$ cat src/rtl/vred_logic_seq.sv
// Sequencer for vredand/vredor/vredxor: folds a multi-beat stream of masked lanes plus a scalar seed into one result.
// Optional macro VRED_LOGIC_PIPE_EN inserts a register stage between the lane fold and the accumulator.
module vred_logic_seq #(
   parameter int DATA_WIDTH  = 32,
   parameter int LANES       = 4,
   parameter int OPSEL_WIDTH = 2
) (
   input  logic                        clk,
   input  logic                        rst,
   input  logic                        in_valid,
   output logic                        in_ready,
   input  logic [LANES*DATA_WIDTH-1:0] in_data,
   input  logic [LANES-1:0]            in_mask,
   input  logic                        in_last,
   input  logic [OPSEL_WIDTH-1:0]      in_opSel,
   input  logic [DATA_WIDTH-1:0]       in_init,
   output logic                        out_valid,
   input  logic                        out_ready,
   output logic [DATA_WIDTH-1:0]       out_data
);

   localparam int LEVELS = $clog2(LANES);
   localparam logic [OPSEL_WIDTH-1:0] OP_AND = OPSEL_WIDTH'(1);
   localparam logic [OPSEL_WIDTH-1:0] OP_OR  = OPSEL_WIDTH'(2);
   localparam logic [OPSEL_WIDTH-1:0] OP_XOR = OPSEL_WIDTH'(3);

`ifdef VRED_LOGIC_PIPE_EN
   typedef enum logic [1:0] {IDLE, ACCUM, DRAIN, DONE} state_t;
`else
   typedef enum logic [1:0] {IDLE, ACCUM, DONE} state_t;
`endif

   state_t                 state_reg;
   logic [DATA_WIDTH-1:0]  acc_reg;
   logic [OPSEL_WIDTH-1:0] op_reg;
   logic [OPSEL_WIDTH-1:0] fold_op;
   logic [DATA_WIDTH-1:0]  fold_ident;
   logic [DATA_WIDTH-1:0]  fold_val;
   logic                   accept;

   // Invalid op (00) collapses everything to zero, which forces the final result to 0.
   function automatic logic [DATA_WIDTH-1:0] apply_op(input logic [OPSEL_WIDTH-1:0] op,
                                                      input logic [DATA_WIDTH-1:0] a,
                                                      input logic [DATA_WIDTH-1:0] b);
      case (op)
         OP_AND:  return a & b;
         OP_OR:   return a | b;
         OP_XOR:  return a ^ b;
         default: return '0;
      endcase
   endfunction

   assign in_ready   = (state_reg == IDLE) || (state_reg == ACCUM);
   assign accept     = in_valid && in_ready;
   // The first beat has no latched op yet, so it folds with the op on the bus.
   assign fold_op    = (state_reg == IDLE) ? in_opSel : op_reg;
   assign fold_ident = (fold_op == OP_AND) ? '1 : '0;

   genvar gi, gj;
   generate
      for (gi = 0; gi <= LEVELS; gi++) begin : lvl
         logic [DATA_WIDTH-1:0] node [LANES >> gi];
         for (gj = 0; gj < (LANES >> gi); gj++) begin : nd
            if (gi == 0) begin : g_leaf
               assign node[gj] = in_mask[gj] ? in_data[gj*DATA_WIDTH +: DATA_WIDTH] : fold_ident;
            end else begin : g_join
               assign node[gj] = apply_op(fold_op, lvl[gi-1].node[2*gj], lvl[gi-1].node[2*gj+1]);
            end
         end
      end
   endgenerate

   assign fold_val = lvl[LEVELS].node[0];

`ifdef VRED_LOGIC_PIPE_EN
   logic [DATA_WIDTH-1:0] pipe_data_reg;
   logic                  pipe_valid_reg;
   logic                  pipe_last_reg;
   logic [DATA_WIDTH-1:0] absorb_val;

   assign absorb_val = apply_op(op_reg, acc_reg, pipe_data_reg);

   always_ff @(posedge clk or posedge rst) begin
      if (rst) begin
         state_reg      <= IDLE;
         acc_reg        <= '0;
         op_reg         <= '0;
         out_valid      <= 1'b0;
         out_data       <= '0;
         pipe_data_reg  <= '0;
         pipe_valid_reg <= 1'b0;
         pipe_last_reg  <= 1'b0;
      end else begin
         pipe_valid_reg <= accept;
         if (accept) begin
            pipe_data_reg <= fold_val;
            pipe_last_reg <= in_last;
         end
         // The pipe is always empty in IDLE, so absorption never collides with the seed load.
         if (pipe_valid_reg)
            acc_reg <= absorb_val;
         case (state_reg)
            IDLE: begin
               if (accept) begin
                  op_reg    <= in_opSel;
                  acc_reg   <= in_init;
                  state_reg <= in_last ? DRAIN : ACCUM;
               end
            end
            ACCUM: begin
               if (accept && in_last)
                  state_reg <= DRAIN;
            end
            DRAIN: begin
               if (pipe_valid_reg) begin
                  state_reg <= DONE;
                  out_valid <= 1'b1;
                  out_data  <= absorb_val;
               end
            end
            DONE: begin
               if (out_ready) begin
                  out_valid <= 1'b0;
                  state_reg <= IDLE;
               end
            end
            default: state_reg <= IDLE;
         endcase
      end
   end
`else
   logic [DATA_WIDTH-1:0] acc_next;

   assign acc_next = apply_op(fold_op, (state_reg == IDLE) ? in_init : acc_reg, fold_val);

   always_ff @(posedge clk or posedge rst) begin
      if (rst) begin
         state_reg <= IDLE;
         acc_reg   <= '0;
         op_reg    <= '0;
         out_valid <= 1'b0;
         out_data  <= '0;
      end else begin
         case (state_reg)
            IDLE, ACCUM: begin
               if (accept) begin
                  if (state_reg == IDLE)
                     op_reg <= in_opSel;
                  acc_reg <= acc_next;
                  if (in_last) begin
                     state_reg <= DONE;
                     out_valid <= 1'b1;
                     out_data  <= acc_next;
                  end else begin
                     state_reg <= ACCUM;
                  end
               end
            end
            DONE: begin
               if (out_ready) begin
                  out_valid <= 1'b0;
                  state_reg <= IDLE;
               end
            end
            default: state_reg <= IDLE;
         endcase
      end
   end
`endif

endmodule

$ cat config.mk
export PLATFORM = sky130hd
export DESIGN_NAME = vred_logic_seq
export DESIGN_NICKNAME = d
export VERILOG_FILES = /design/src/rtl/vred_logic_seq.sv
export SDC_FILE = /design/constraint.sdc
export NUM_CORES = 1
export LEC_CHECK = 0
export BUFFER_PORTS_ARGS = -buffer_cell sky130_fd_sc_hd__buf_2
export CORE_MARGIN = 1
export CORE_UTILIZATION = 30
export DETAILED_ROUTE_END_ITERATION = 8
export GPL_ROUTABILITY_DRIVEN = 0
export GPL_TIMING_DRIVEN = 0
export PLACE_DENSITY = 0.54
export SLEW_MARGIN = 10
export SYNTH_ARGS = -nofsm -noshare
export SYNTH_HDL_FRONTEND = slang
export SYNTH_SLANG_ARGS = --single-unit
$ cat constraint.sdc
create_clock -name clk -period 4.9 [get_ports clk]
set_input_delay 0.245 -clock clk [delete_from_list [all_inputs] [get_ports clk]]
set_output_delay 0.245 -clock clk [all_outputs]
set_load 0.005 [all_outputs]
# --- Word-level counts from Yosys, hierarchy flattened ---
# Cells that the tools add are included.
totals:
  ff_bits: 69
  wordCells: 53
op_classes:
  bitwise_logic: 12
  muxes: 19
  n_reduce_logical: 9
  n_eq_ne: 8
ops:
  columns: ["cell", "count"]
  rows:
  - ["$pmux W32 S3", 4]
  - ["$mux W32", 6]
  - ["$and A32 B32 Y32", 4]
  - ["$or A32 B32 Y32", 4]
  - ["$xor A32 B32 Y32", 4]
  - ["$mux W2", 4]
  - ["$eq A2 B2 Y1 const B", 3]
  - ["$ne A2 B2 Y1 const B", 3]
  - ["$eq A2 B1 Y1 const B", 2]
  - ["$pmux W2 S2", 1]
  - ["$reduce_and A2 Y1", 2]
  - ["$reduce_and A4 Y1", 1]
  - ["$mux W1", 3]
  - ["$reduce_and A3 Y1", 1]
  - ["$logic_not A2 Y1", 1]
  - ["$pmux W1 S2", 1]
  - ["$reduce_bool A2 Y1", 1]
  - ["$reduce_or A2 Y1", 1]
  - ["$logic_and A1 B1 Y1", 1]
  - ["$logic_or A1 B1 Y1", 1]

# --- Depth between registers and ports, before layout ---
logic_depth:
  word_depth: 11
  depth_mapped: 17

# --- Least setup slack after synthesis ---
# No wires, ideal clock.
synth_timing:
  kind: "register to register"
  startpoint: "reg state_reg[0]"
  endpoint: "reg acc_reg[3]"
  path_buffers: 3
  path_slack_ns: 1.416
  t_required_ns: 4.759
  period_less_slack_ns: 3.484
  setup_time_ns: 0.141
  stages_incl_launch_ff: 18
  arrival_ns: 3.343
  path_cell_list: "dfrtp_1 > buf_2 > or2_1 > buf_2 > a31oi_1 > nand2_1 > clkbuf_1 > o21ai_0 > ha_1 > mux2i_1 > o22a_1 > ha_1 > mux2i_1 > o22a_1 > ha_1 > a21boi_0 > o21ai_0 > a31oi_1"
synth_via:
  elab_chain_len: 11
synth_rtl:
  columns: ["item", "line", "rtl"]
  rows:
  - ["start, declared", "33", "state_t state_reg;"]
  - ["start signal, assigned", "138", "state_reg <= IDLE;"]
  - ["start signal, assigned", "151", "state_reg <= DONE;"]
  - ["start signal, assigned", "155", "state_reg <= ACCUM;"]
  - ["$logic_not A2 Y1", null, null]
  - ["$mux W2", null, null]
  - ["$eq A2 B1 Y1", "45, 57", null]
  - ["$mux W32", "57", "assign fold_ident = (fold_op == OP_AND) ? '1 : '0;"]
  - ["$mux W32", "65", "assign node[gj] = in_mask[gj] ? in_data[gj*DATA_WIDTH +: DATA_WIDTH] : fold_ident;"]
  - ["$xor A32 B32 Y32, or another cell as far along", "48", "OP_XOR: return a ^ b;"]
  - ["$pmux W32 S3", "45", "case (op)"]
  - ["$xor A32 B32 Y32, or another cell as far along", "48", null]
  - ["$pmux W32 S3", "45", null]
  - ["$xor A32 B32 Y32, or another cell as far along", "48", null]
  - ["$pmux W32 S3", "45", null]
  - ["end signal, assigned", "149", "acc_reg <= acc_next;"]
  - ["end, declared", "34", "logic [DATA_WIDTH-1:0] acc_reg;"]
# Parallel ways exist; a longest one is shown, timed or not.
# A chain may end at the register's enable or synchronous reset.

# --- Worst setup path after layout ---
layout_timing:
  startpoint: "reg state_reg[1]"
  endpoint: "reg out_data[29]"
layout_via:
  elab_chain_len: 11
layout_rtl:
  columns: ["item", "line", "rtl"]
  rows:
  - ["$logic_not A2 Y1", null, null]
  - ["$mux W2", null, null]
  - ["$eq A2 B1 Y1", "45, 57", null]
  - ["$mux W32", "57", null]
  - ["$mux W32", "65", null]
  - ["$xor A32 B32 Y32, or another cell as far along", "48", null]
  - ["$pmux W32 S3", "45", null]
  - ["$xor A32 B32 Y32, or another cell as far along", "48", null]
  - ["$pmux W32 S3", "45", null]
  - ["$xor A32 B32 Y32, or another cell as far along", "48", null]
  - ["$pmux W32 S3", "45", null]
  - ["end signal, assigned", "153", "out_data <= acc_next;"]
  - ["end, declared", "19", "output logic [DATA_WIDTH-1:0] out_data"]
# Parallel ways exist; a longest one is shown, timed or not.

==> summary.md <==
| Metric | Value |
|---|---|
| Io pins | approximately 210 |
| I/O Buffers | a little over 200 |
| Register area | 1730 µm² |
| CP required | 5100 ps |
| Endpoints failing hold | 0 |
| Multi-input logic area | 9190 µm² |
| Antenna Nets Post-Route | 0 |
| Psw | around 2.7 mW |
| Most frequent cells in the layout | 256 x ha_1, 231 x buf_2, 151 x o21ai_0, 128 x o21a_1, 115 x clkbuf_1 |
| Slew @ Worst Pin | slightly above 700 ps |
| Final nets | around 2.1k |
| TritonCTS Buffers | 9 |
| Maximum root-to-sink buffer count | 2 |
| DP Worst Slack | 301 ps |
| Final Util | a little over a third |
| RSZ-0062 raised after global routing | false |
| Via-to-Cell Ratio | roughly 5.4 |
| Post-synth EDFFs | 0 |
| Worst-Skew Late Latency | approximately 340 ps |
| Post-DP Area | roughly 13000 µm² |
| Cell mode on critical path | ha_1 |
| CP max-delay cell | clkbuf_1 |
| DRC violations left | 0 |
| HP Class | input port to flop |
| Synthesized flop and latch total | between 60 and 70 |
| Int Power | approximately 2.8 mW |
| Comb pwr share | between 70% and 80% |
| Largest net degree at the start of global routing | 60 |
| First-pass detailed-route iteration total | 5 |
| Critical path endpoint category | flop |
| Worst-path cell chain | buf_2 -> nor4b_1 -> a31oi_2 -> nand2_1 -> clkbuf_1 -> o21ai_0 -> ha_1 -> mux2i_1 -> o22a_1 -> ha_1 -> mux2i_1 -> o22a_1 -> ha_1 -> a21boi_0 -> o21ai_0 -> a31oi_1 |
| Final slew viol count | 0 |
| First-pass GRT wire length | 67900 µm |
| Routed Wire Length | between 40000 and 50000 µm |
| Vert. Die Dim | roughly 200 µm |
| Post-CTS Setup Bufs | 0 |
| Setup tns final | 0 ps |
| CTS sink cnt | slightly below 70 |
| Final worst setup slack | 409 ps |
| Part of the cycle the worst path needs | between 90 and 100% |
| Clock Power Share | about an eighth |
| Die ar. | ~40000 µm² |
| Relative slew slack | between 50% and 60% |
| CORE AREA | roughly 38000 µm² |
| Avg Cell Area, Syn | a little over 8 µm² |
| Data arrival, critical path | roughly 4700 ps |
| Via count | about 12k |
| Final Skew | 10.8 ps |
| Leading cell type in the layout, fill and taps excluded | ha_1 |
| LEAKAGE | around 6.5 nW |
| Ys flop type | dfrtp_1 |
| Initial antenna violation count | 4 |
| Clk root buf | clkbuf_16 |
| Crit path max-delay family | compound AO/OA/AOI/OAI gates |
| Yosys warnings | 0 |
| Mapped Nets | 1863 |
| CTS H-tree depth | 3 |
| Reg2Reg Setup Slack | a little over 400 ps |
| Fmax | around 220 MHz |
| Max cap viols | 0 |
| Final min period | 4490 ps |
| Num rows | 71 |
| FILL cells | 4103 |
| Setup Viol. Count Final | 0 |
| Fraction of registers with async set/reset | 100% |
| Status | finished, final reports clean |
| Layout cells sized above 1 | 17.6% |
| Grt ovf | 0 |
| CP Buf/Inv Count | 2 |
| Chip width | between 150 and 200 µm |
| Critical Path Fanout Max | 10 |
| Drt wl/cell | 20.3 µm |
| Slowest cell delay on critical path | between 500 and 600 ps |
| Switching share of power | around half |
| Starting DRT DRC Count | about 780 |
| Total power | ~5.5 mW |
| All-Layer GR Usage | between 20 and 25% |
| CP Class | flop to flop |
| Max VDD drop | between 0.00015 and 0.0002 V |
| Cell Pwr Density | around 400 nW/µm² |
| CTS tree | done |
| Sequential-to-total area share from yosys stat | 14.8% |
| Layout area overhead | 17.2% |
| Post-Syn Area | 11700 µm² |
| Detailed placement HPWL | approximately 36000 µm |
| Setup crit start kind | flop |
| Post-synth cell types | 31 |
| Vias in the first global route | 11.5k |
| Seq pwr share | ~16% |
| Final instance area | roughly 14000 µm² |
| Initial Util | a little under a third |
| Cells after Synth | 1436 |
| Reg clk slew, reported paths | 70 ps |
==> final timing paths <==
check	end	cells after the start	from
setup / recovery	out_data[29]	16	state_reg[1]
hold / removal	state_reg[0]	2	in_last
setup reg to reg	out_data[29]	16	state_reg[1]
hold reg to reg	out_valid	1	out_valid
max in group asynchronous	out_data[9]	4	rst
min in group asynchronous	acc_reg[21]	3	rst
==> worst reg2reg max path, cell delays in order, from the launching register on <==
cell      delay, ps
dfrtp_1         350
buf_2           180
nor4b_1         390
a31oi_2         150
nand2_1         340
clkbuf_1        540
o21ai_0         210
ha_1            330
mux2i_1         250
o22a_1          200
ha_1            220
mux2i_1         170
o22a_1          260
ha_1            250
a21boi_0        120
o21ai_0         270
a31oi_1         130
==> synthesized netlist by cell type (27+ instances only) <==
master | number | area share [%]
and3_1 | 32 | 1.7
o21ai_0 | 151 | 6.5
a31oi_1 | 65 | 3.5
clkbuf_1 | 114 | 3.7
or2_2 | 32 | 1.7
o21a_1 | 128 | 8.2
dfrtp_1 | 69 | 15
buf_2 | 27 | 1.2
a21boi_0 | 32 | 2.1
nor2_1 | 66 | 2.1
o22a_1 | 97 | 7.3
ha_1 | 256 | 27
o22ai_1 | 96 | 5.1
mux2i_1 | 97 | 8.3
nand2_1 | 101 | 3.2
inv_1 | 41 | 1.3
==> power groups by stage <==
| stage | sequential, mW | clock [mW] | combinational [mW] |
|---|---|---|---|
| after CTS | 0.900 | 0.666 | 3.92 |
| after global placement | 0.900 | 0 | 3.79 |
| after floorplan | 0.894 | 0 | 2.72 |
| after detailed placement | 0.910 | 0 | 3.90 |
| final | 0.899 | 0.654 | 3.95 |
| after global routing | 0.931 | 0.687 | 4.44 |
==> kinds of logic after synthesis <==
group	Yosys count	share of synthesized area (%)
compound gates	583	33.3
fa+ha+maj	256	27.4
buf+inv	189	6.74
flops	69	14.8
mux	99	8.49
simple gates	240	9.33
==> layer usage <==
metal / share of wire (%) / vias up / track usage (%)
met5: 0 / - / 0
met4: 2.7 / 0 / 7.15
met3: 5.4 / 50 / 3.16
met2: 44 / 339 / 34.7
met1: 48 / 5620 / 31.2
li1: - / 5711 / -
==> repair_timing <==
item | in CTS | in global routing
hold buffers | 1 | 0
gates resized for setup | 0 | 1
setup endpoints to repair | 0 | 41
endpoints found under the hold margin | 10 | 0
==> per-stage QoR <==
stage	hold WS (ps)	instances
finish	87.8	2173
CTS	77.1	2169
detailed placement	172	2152
global route	89.3	2171
floorplan	335	1436
global placement	436	2151
==> cell type report <==
type / instances / share of cell area (%)
Clock buffer: 10 / 1.67
Sequential cell: 69 / 12.6
Buffer: 148 / 4.63
Inverter: 41 / 1.14
Multi-Input combinational cell: 1178 / 67.0
Tap cell: 511 / 4.66
Timing Repair Buffer: 206 / 7.72
Clock inverter: 6 / 0.465
Antenna cell: 4 / 0.0730
Note: power is estimated with default switching activity, not from simulation.
